### config.mk
export PLATFORM = sky130hd
export DESIGN_NAME = pipe_stage_reg
export DESIGN_NICKNAME = d
export VERILOG_FILES = /design/src/rtl/cpu_types_pkg.sv /design/src/rtl/sat_counter.sv /design/src/rtl/pipe_stage_reg.sv
export SDC_FILE = /design/constraint.sdc
export NUM_CORES = 1
export LEC_CHECK = 0
export ABC_AREA = 1
export CELL_PAD_IN_SITES_DETAIL_PLACEMENT = 0
export CELL_PAD_IN_SITES_GLOBAL_PLACEMENT = 1
export CORE_UTILIZATION = 38
export DETAILED_ROUTE_END_ITERATION = 10
export PLACE_DENSITY_LB_ADDON = 0.3
export SYNTH_ARGS = -nofsm -noshare
export SYNTH_HDL_FRONTEND = slang
export SYNTH_SLANG_ARGS = --single-unit
### constraint.sdc
create_clock -name CLK -period 2.1 [get_ports CLK]
set_input_delay 0.63 -clock CLK [delete_from_list [all_inputs] [get_ports CLK]]
set_output_delay 0.63 -clock CLK [all_outputs]
set_load 0.01 [all_outputs]
### src/rtl/cpu_types_pkg.sv
// ---------------------------------------------------------------------------
// cpu_types_pkg
// Shared types for the CPU pipeline slice. The pipeline stage register FSM
// encoding lives here so stage wrappers and debug logic can decode it.
//   pstage_t : EMPTY (nothing held), FULL (main register valid),
//              SKIDF (main and skid registers both valid)
// ---------------------------------------------------------------------------
package cpu_types_pkg;

    typedef enum logic [1:0] {
        EMPTY = 2'd0,
        FULL  = 2'd1,
        SKIDF = 2'd2
    } pstage_t;

endpackage : cpu_types_pkg

### src/rtl/sat_counter.sv
// ---------------------------------------------------------------------------
// sat_counter
// Up-counter that sticks at its all-ones maximum instead of wrapping.
// Ports:
//   CLK   in  1     clock
//   nRST  in  1     async active-low reset (clears the count)
//   inc   in  1     increment request for this cycle
//   count out CNTW  current count, saturates at 2^CNTW-1
// ---------------------------------------------------------------------------
module sat_counter #(
    parameter int CNTW = 16
) (
    input  logic            CLK,
    input  logic            nRST,
    input  logic            inc,
    output logic [CNTW-1:0] count
);

    logic [CNTW-1:0] count_q;
    logic [CNTW-1:0] count_d;

    always_comb begin
        // NOTE: every always_comb output gets a default first, so no path
        // leaves it unassigned and no latch is inferred.
        count_d = count_q;
        if (inc && (count_q != {CNTW{1'b1}})) begin
            count_d = count_q + CNTW'(1);
        end
    end

    // NOTE: sequential state is written with non-blocking assignments only,
    // so every flop samples the pre-edge values of its neighbours.
    always_ff @(posedge CLK or negedge nRST) begin
        if (!nRST) begin
            count_q <= '0;
        end else begin
            count_q <= count_d;
        end
    end

    assign count = count_q;

endmodule : sat_counter

### src/rtl/pipe_stage_reg.sv
// ---------------------------------------------------------------------------
// pipe_stage_reg
// Valid/ready pipeline register used between CPU stages (ID/EX, EX/MEM,
// MEM/WB). The stage bundle is packed into in_data. With SKID=1 a second
// (skid) entry lets in_ready be a pure flop output; with SKID=0 a single
// entry is kept and in_ready is passed back combinationally.
// A HALT-tagged entry leaving the stage sets the sticky 'halted' flag,
// after which the stage neither accepts nor presents entries until reset.
// Ports:
//   CLK, nRST              clock, async active-low reset
//   in_valid/in_ready      upstream handshake; in_data, in_halt payload
//   out_valid/out_ready    downstream handshake; out_data, out_halt payload
//   flush                  synchronous squash of all held entries
//   halted                 sticky: HALT entry has been issued
//   stall_cnt              saturating count of out_valid & ~out_ready cycles
//   bubble_cnt             saturating count of ~out_valid & ~halted cycles
// ---------------------------------------------------------------------------
module pipe_stage_reg
    import cpu_types_pkg::*;
#(
    parameter int WIDTH = 32,
    parameter int SKID  = 1,
    parameter int CNTW  = 16
) (
    input  logic             CLK,
    input  logic             nRST,
    input  logic             in_valid,
    output logic             in_ready,
    input  logic [WIDTH-1:0] in_data,
    input  logic             in_halt,
    output logic             out_valid,
    input  logic             out_ready,
    output logic [WIDTH-1:0] out_data,
    output logic             out_halt,
    input  logic             flush,
    output logic             halted,
    output logic [CNTW-1:0]  stall_cnt,
    output logic [CNTW-1:0]  bubble_cnt
);

    localparam bit SKID_EN = (SKID != 0);

    pstage_t          state_q, state_d;
    logic [WIDTH-1:0] main_data_q, main_data_d;
    logic             main_halt_q, main_halt_d;
    logic [WIDTH-1:0] skid_data_q, skid_data_d;
    logic             skid_halt_q, skid_halt_d;
    logic             halted_q, halted_d;

    logic accept;
    logic issue;
    logic halt_issue;

    assign accept     = in_valid & in_ready;
    assign issue      = out_valid & out_ready;
    assign halt_issue = issue & main_halt_q;

    // ------------------------------------------------------------------
    // State register
    // ------------------------------------------------------------------
    always_ff @(posedge CLK or negedge nRST) begin
        if (!nRST) begin
            state_q <= EMPTY;
        end else begin
            state_q <= state_d;
        end
    end

    // ------------------------------------------------------------------
    // Next-state logic
    // ------------------------------------------------------------------
    always_comb begin
        state_d = state_q;
        if (flush || halt_issue) begin
            // Anything queued behind a departing HALT is dead.
            state_d = EMPTY;
        end else begin
            unique case (state_q)
                EMPTY: if (accept) state_d = FULL;
                FULL: begin
                    if (issue && !accept) begin
                        state_d = EMPTY;
                    end else if (accept && !issue && SKID_EN) begin
                        state_d = SKIDF;
                    end
                end
                SKIDF: if (issue) state_d = FULL;
                default: state_d = EMPTY;
            endcase
        end
    end

    // ------------------------------------------------------------------
    // Output logic
    // ------------------------------------------------------------------
    always_comb begin
        out_valid = (state_q == FULL) || (state_q == SKIDF);
        out_data  = main_data_q;
        out_halt  = main_halt_q;
        halted    = halted_q;
        // nRST gating keeps in_ready low for the whole time reset is held.
        if (SKID_EN) begin
            in_ready = (state_q != SKIDF) && !halted_q && nRST;
        end else begin
            in_ready = (!out_valid || out_ready) && !halted_q && nRST;
        end
    end

    // ------------------------------------------------------------------
    // Datapath: main / skid entry registers and the sticky halt flag
    // ------------------------------------------------------------------
    always_comb begin
        main_data_d = main_data_q;
        main_halt_d = main_halt_q;
        skid_data_d = skid_data_q;
        skid_halt_d = skid_halt_q;
        halted_d    = halted_q | halt_issue;

        if (flush || halt_issue) begin
            main_data_d = '0;
            main_halt_d = 1'b0;
            skid_data_d = '0;
            skid_halt_d = 1'b0;
        end else begin
            unique case (state_q)
                EMPTY: begin
                    if (accept) begin
                        main_data_d = in_data;
                        main_halt_d = in_halt;
                    end
                end
                FULL: begin
                    if (accept && issue) begin
                        main_data_d = in_data;
                        main_halt_d = in_halt;
                    end else if (accept && SKID_EN) begin
                        // Downstream stalled: park the newcomer behind main.
                        skid_data_d = in_data;
                        skid_halt_d = in_halt;
                    end
                end
                SKIDF: begin
                    if (issue) begin
                        main_data_d = skid_data_q;
                        main_halt_d = skid_halt_q;
                        skid_data_d = '0;
                        skid_halt_d = 1'b0;
                    end
                end
                default: ;
            endcase
        end
    end

    always_ff @(posedge CLK or negedge nRST) begin
        if (!nRST) begin
            // NOTE: the payload registers are reset as well, so out_data and
            // out_halt read a defined zero straight out of reset.
            main_data_q <= '0;
            main_halt_q <= 1'b0;
            skid_data_q <= '0;
            skid_halt_q <= 1'b0;
            halted_q    <= 1'b0;
        end else begin
            main_data_q <= main_data_d;
            main_halt_q <= main_halt_d;
            skid_data_q <= skid_data_d;
            skid_halt_q <= skid_halt_d;
            halted_q    <= halted_d;
        end
    end

    // ------------------------------------------------------------------
    // Performance counters (not affected by flush)
    // ------------------------------------------------------------------
    sat_counter #(.CNTW(CNTW)) u_stall_cnt (
        .CLK   (CLK),
        .nRST  (nRST),
        .inc   (out_valid & ~out_ready),
        .count (stall_cnt)
    );

    sat_counter #(.CNTW(CNTW)) u_bubble_cnt (
        .CLK   (CLK),
        .nRST  (nRST),
        .inc   (~out_valid & ~halted_q),
        .count (bubble_cnt)
    );

endmodule : pipe_stage_reg

==> results of run 1 <==
## logic make-up (layout without fill, tap and decap cells)
logic type	count (synthesis)	after routing	synth area share (%)
buf+inv	97	218	8.145
xor+xnor	21	21	3.392
compound gates	83	83	9.483
fa+ha+maj	8	8	1.846
flops	101	101	46.61
simple gates	408	408	30.53
## area by class of cell
| class | count | area, µm² | area share [%] |
|---|---|---|---|
| Multi-Input combinational cell | 520 | 2489 | 34.89 |
| Timing Repair Buffer | 136 | 1340 | 18.79 |
| Sequential cell | 101 | 2530 | 35.47 |
| Clock inverter | 7 | 75.07 | 1.053 |
| Tap cell | 180 | 225.2 | 3.158 |
| Clock buffer | 9 | 225.2 | 3.158 |
| Inverter | 66 | 247.7 | 3.474 |
## power breakdown
part	total (µW)	switching, µW	internal [µW]
combinational	3410	1900	1510
clock	1700	776	929
sequential	2950	393	2550
## per-stage QoR
step	TNS, ns	util (%)	setup WS [ns]
6_report	0	51.38	0.06926
3_3_place_gp	-7.863	48.81	-0.1499
5_1_grt	-0.03339	51.38	-0.009351
3_5_place_dp	-12.46	48.81	-0.2282
4_1_cts	-0.005726	51.14	-0.005726
2_1_floorplan	0	-	0.1589
## final timing paths
path	endpoint	slack, ns	depth (start not counted)
max reg2reg	out_data[13]	0.15	12
min reg2reg	skid_data_q[5]	0.49	2
max in group asynchronous	out_halt	1.21	3
min in group CLK	skid_data_q[5]	0.49	2
min	u_bubble_cnt.count[8]	0.44	3
max	in_ready	0.07	3
## sequential cells by signal, indices dropped and copies added (netlist names)
signal and flops:
halted 1, out_data 32, out_halt 1, skid_data_q 32, skid_halt_q 1, state_q 2, u_bubble_cnt.count 16, u_stall_cnt.count 16
## layer usage
layer,GRT usage [%],part of all wire [%],wire [µm],up-vias
met5,0,0,0,-
met3,4.699,4.1,541,13
met4,5.941,1.5,199,0
met2,32.63,49,6498,113
li1,-,-,-,2478
met1,24.13,46,6114,2269
## cells in the final DEF (no fill, tap or decap), drive strengths merged, types with 10 or more instances in the layout
cell and n:
buf 32, clkbuf 10, clkdlybuf4s50 102, dfrtp 101
inv 67, nand2 296, nand3 56, nor2 43
o21ai 48, o21bai 33, xnor2 13
## worst max-delay path, stage by stage, from the launching register on
cell and delay (ns):
dfrtp_1 0.44, ha_4 0.21, nor2_2 0.13, dlygate4sd2_1 0.28
## repair_timing
item	4_1_cts	5_1_grt
pin swaps	0	1
setup buffers	1	1
gates resized for setup	6	13
hold buffers	0	0
setup endpoints to repair	20	37
==> metrics, run 1 <==
outcome finished clean; Setup Skew around 0.010 ns; Pwr Total about 8100 µW; drt via density ~4.8; htree depth 3; n_diodes 0; dpl cells around 1,000; gr ovfl total 0; antenna violations before repair 0; Slew headroom between 50% and 60%; Synth Net Count between 700 and 800; crit path kind reg -> out; GRT Total Usage 19.30%; Sink Count between 100 and 150; Least-Margin Pin Slew around 0.63 ns; NumNets Final slightly below 900; Critical Path Start Type flop; CTS tree done; Hold WS about 0.44 ns; leakage dissipation about 0.0035 µW; post-synth cell types 28; die area about 0.015 mm²; vias in the first global route 4,671; core area approximately 0.014 mm²; DRC viols 0; Synth top area share between 40 and 50%; Synth async-reset ratio 100.0%; first-pass GRT wire length 22,250 µm; largest net degree at the start of global routing approximately 100; clock buffer depth 2; First DRT Iteration DRCs a little over 300; CTS clock-pin slew for the worst setup and hold paths ~0.07 ns; First-pass DRT Iterations 7; fin cells about 1,000; Worst setup EP type primary output; Clk Latency, worst-skew pair 0.36 ns; Detailed Place HPWL between 9000 and 10,000 µm; syn avg cell area 7.553 µm²; commonest register cell after synthesis dfrtp_1; MaxCap Viol Count 0; Worst Path Required 1.47 ns; Routed Antenna Nets 0; PortBufs ~110; Post-synth top cells 295 x nand2_1, 101 x dfrtp_1, 65 x inv_1; CP arrival 1.40 ns; largest cells by area after synthesis dfrtp_1 47%, nand2_1 20%, nand3_1 5.1%; row count 43; Post-Place Cell Area 0.006775 mm²; Ports between 100 and 150; fmax between 400 and 500 MHz; post-synthesis sequential area ratio 46.61%; final WL roughly 13,000 µm; flops & latches, synth 101; RR Startpoint state_q[1]; Area Overhead vs Synth 31.52%; pwr/cell area between 1000 and 1500 mW/mm²; CP max FO 5; VDD IR max between 0.0006 and 0.0007 V; Synth area leader dfrtp_1; number of flops mapped to enable cells by yosys 0; clk root buf clkbuf_16; final hold vios 0; routability cong. 0.8234; fraction of layout cells with a size suffix above 1 between 8 and 9%; Yosys warnings 0; Final Cell Area between 0.007 and 0.008 mm²; Die Ht 121.5 µm; cts bufs inserted 9; most common cell in the netlist nand2_1; crit path from state_q[1]; period utilization between 90% and 100%; Post-Syn Instances about 720; Die Wd between 100 and 150 µm; fin. max-slew vios 0; routed length per instance between 10 and 15 µm; Setup Viol. Count Final 0; initial core utilization slightly below 40%; # fillers about 1,400; routed vias approximately 5,000; worst min-delay path class in -> async; mapped cell area 0.005423 mm²; post-route minimum period a little over 2 ns
(Power assumes the default switching activity.)
==> run 2, diff against run 1 <==
--- a/constraint.sdc
+++ b/constraint.sdc
@@ -3,2 +3,2 @@
 set_output_delay 0.63 -clock CLK [all_outputs]
-set_load 0.01 [all_outputs]
+set_load 0.02 [all_outputs]
==> run 2 against run 1 <==
Against the previous run:
- sequential cell count stayed put
- final cell count is 0.59% higher
- critical path depth is 2 lower
- maximum frequency is 0.80% lower
- die area stayed put
- critical path type unchanged
- worst hold slack better by 0.024 ns
- sequential power hardly changed
- routed wire length is 6.4% higher
- total power is 9.3% higher
- largest cell class unchanged
- largest power group unchanged
- register-to-register slack worse by 0.09 ns
- clock skew is 0.0063 ns lower
==> metrics, run 2 (synthesized netlist as in run 1, its figures left out) <==
post-layout worst setup margin roughly 0.053 ns; PortBufs 105; CP max FO 5; most frequent cells in the layout 293 x nand2_1, 101 x dfrtp_1, 87 x clkdlybuf4s50_1; DRC viols 0; Setup Skew about 0.004 ns; Routed Antenna Nets 0; drt via density 4.902; Worst setup EP type primary output; die area approximately 0.015 mm²; fin cells roughly 1,000; first-pass GRT wire length about 23,000 µm; Pwr Total slightly below 9000 µW; Die Wd ~120 µm; crit path kind reg -> out; fmax between 400 and 500 MHz; Setup Viol. Count Final 0; period utilization a little over nine tenths; Area Overhead vs Synth 35.79%; gr ovfl total 0; cts-stage hold buffer count 0; CTS clock-pin slew for the worst setup and hold paths 0.07 ns; n_diodes 0; GRT Total Usage 19.97%; CP top delay family buffers and inverters; dpl cells 1,003; clk root buf clkbuf_16; MaxCap Viol Count 0; Detailed Place HPWL between 9000 and 10,000 µm; outcome finished clean; reg2reg setup slack around 0.060 ns; CTS tree done; row count 43; post-route minimum period 2.047 ns; largest net degree at the start of global routing 102; cts bufs inserted 9; antenna violations before repair 0; Worst Path Required approximately 1.5 ns; Setup WS pre-CTS -0.2094 ns; initial core utilization 39.07%; core area 0.01388 mm²; leakage dissipation 0.003819 µW; htree depth 3; Slowest cell on crit path clkdlybuf4s50_1; commonest non-fill, non-tap cell in the layout nand2_1; Clk Latency, worst-skew pair ~0.35 ns; Least-Margin Pin Slew 0.6023 ns; worst min-delay path class in -> async; VDD IR max just under 0.0006 V; final WL ~14,000 µm; CP Cell Sequence clkdlybuf4s50_1; pwr/cell area 1197 mW/mm²; RSZ-0062 raised after global routing true; Ports between 100 and 150; clock buffer depth 2; final hold vios 0; Critical Path Start Type flop; routed length per instance approximately 14 µm; First DRT Iteration DRCs about 290; Die Ht approximately 120 µm; r2r worst-path depth 14; Buf+Inv Stages, Crit Path 1; fin. max-slew vios 0; vias in the first global route about 4,700; fraction of layout cells with a size suffix above 1 8.994%; Slew headroom ~60%; First-pass DRT Iterations 6; Crit path largest cell delay ~0.65 ns; CP arrival 1.42 ns; Sink Count around 100; routability cong. between 0.8 and 0.9; # fillers between 1,000 and 1,500; NumNets Final 886; routed vias approximately 5,000; RR Startpoint state_q[0]; worst r2r dst out_data[13]
run 2: changes by cell type in the layout (fill, tap and decap cells not counted), moves of 3 or more:
cell,delta
dlymetal6s2s_1,+12
clkbuf_8,+3
clkdlybuf4s50_1,-15
clkbuf_16,+4
run 2: worst max-delay path by stage:
| stage | to | from | cells after the start |
|---|---|---|---|
| floorplan | out_data[10] | state_q[0] | 12 |
| global placement | out_data[27] | out_ready | 10 |
| detailed placement | out_data[30] | out_ready | 10 |
| CTS | bubble_cnt[10] | u_bubble_cnt.count[10] | 1 |
| global route | out_data[13] | state_q[0] | 14 |
| finish | bubble_cnt[0] | u_bubble_cnt.count[0] | 1 |
run 2: cell type report:
cell class | count | area [µm²] | area share [%]
flip-flops and latches | 101 | 2527 | 34.32
clock inverters | 3 | 42.54 | 0.5777
well taps | 180 | 225.2 | 3.059
multi-input cells | 520 | 2512 | 34.12
clock buffers | 13 | 270.3 | 3.670
inverters | 66 | 255.2 | 3.466
repair buffers | 142 | 1530 | 20.78
run 2: report_power, final:
| part | leakage [µW] | internal, µW | switching [µW] |
|---|---|---|---|
| clock network | 0.000152 | 1020 | 738 |
| logic | 0.00233 | 1830 | 2280 |
| registers | 0.00134 | 2550 | 392 |
| total | 0.00382 | 5400 | 3410 |
run 2: metrics by stage:
stage / util, % / TNS [ns] / hold WS (ns) / cell area [µm²]
after global routing: 53.05 / -0.7568 / 0.4991 / 7363
after CTS: 51.25 / 0 / 0.4898 / 7114
final: 53.05 / 0 / 0.4620 / 7363
after detailed placement: 48.92 / -10.70 / 0.4735 / 6790
after floorplan: - / 0 / 0.3344 / 5423
after global placement: 48.92 / -7.980 / 0.4668 / 6790
run 2: metal layers:
layer  up-vias  part of all wire, %  track usage (%)  wire length, µm
met5         -                    0                0                0
met4         0                  1.3            5.247              180
met3        15                  4.2            4.981              595
met2       119                   49            33.17             6990
met1      2405                   45            25.76             6436
li1       2486                    -                -                -
run 2: worst reg2reg max path, delay by kind of cell, from the launching register on:
family | cells | cell delay (ns)
buffers and inverters | 6 | 0.52
AND/OR/NAND/NOR | 6 | 0.68
adder cells (fa/ha/maj) | 2 | 0.34
flip-flops | 1 | 0.39
run 2: timing repair:
action                                  in CTS  in global routing
gates cloned                                 0                  5
endpoints found under the setup margin       5                 56
pin swaps                                    0                 12
setup buffers                                0                  1
resized for setup                           11                 39
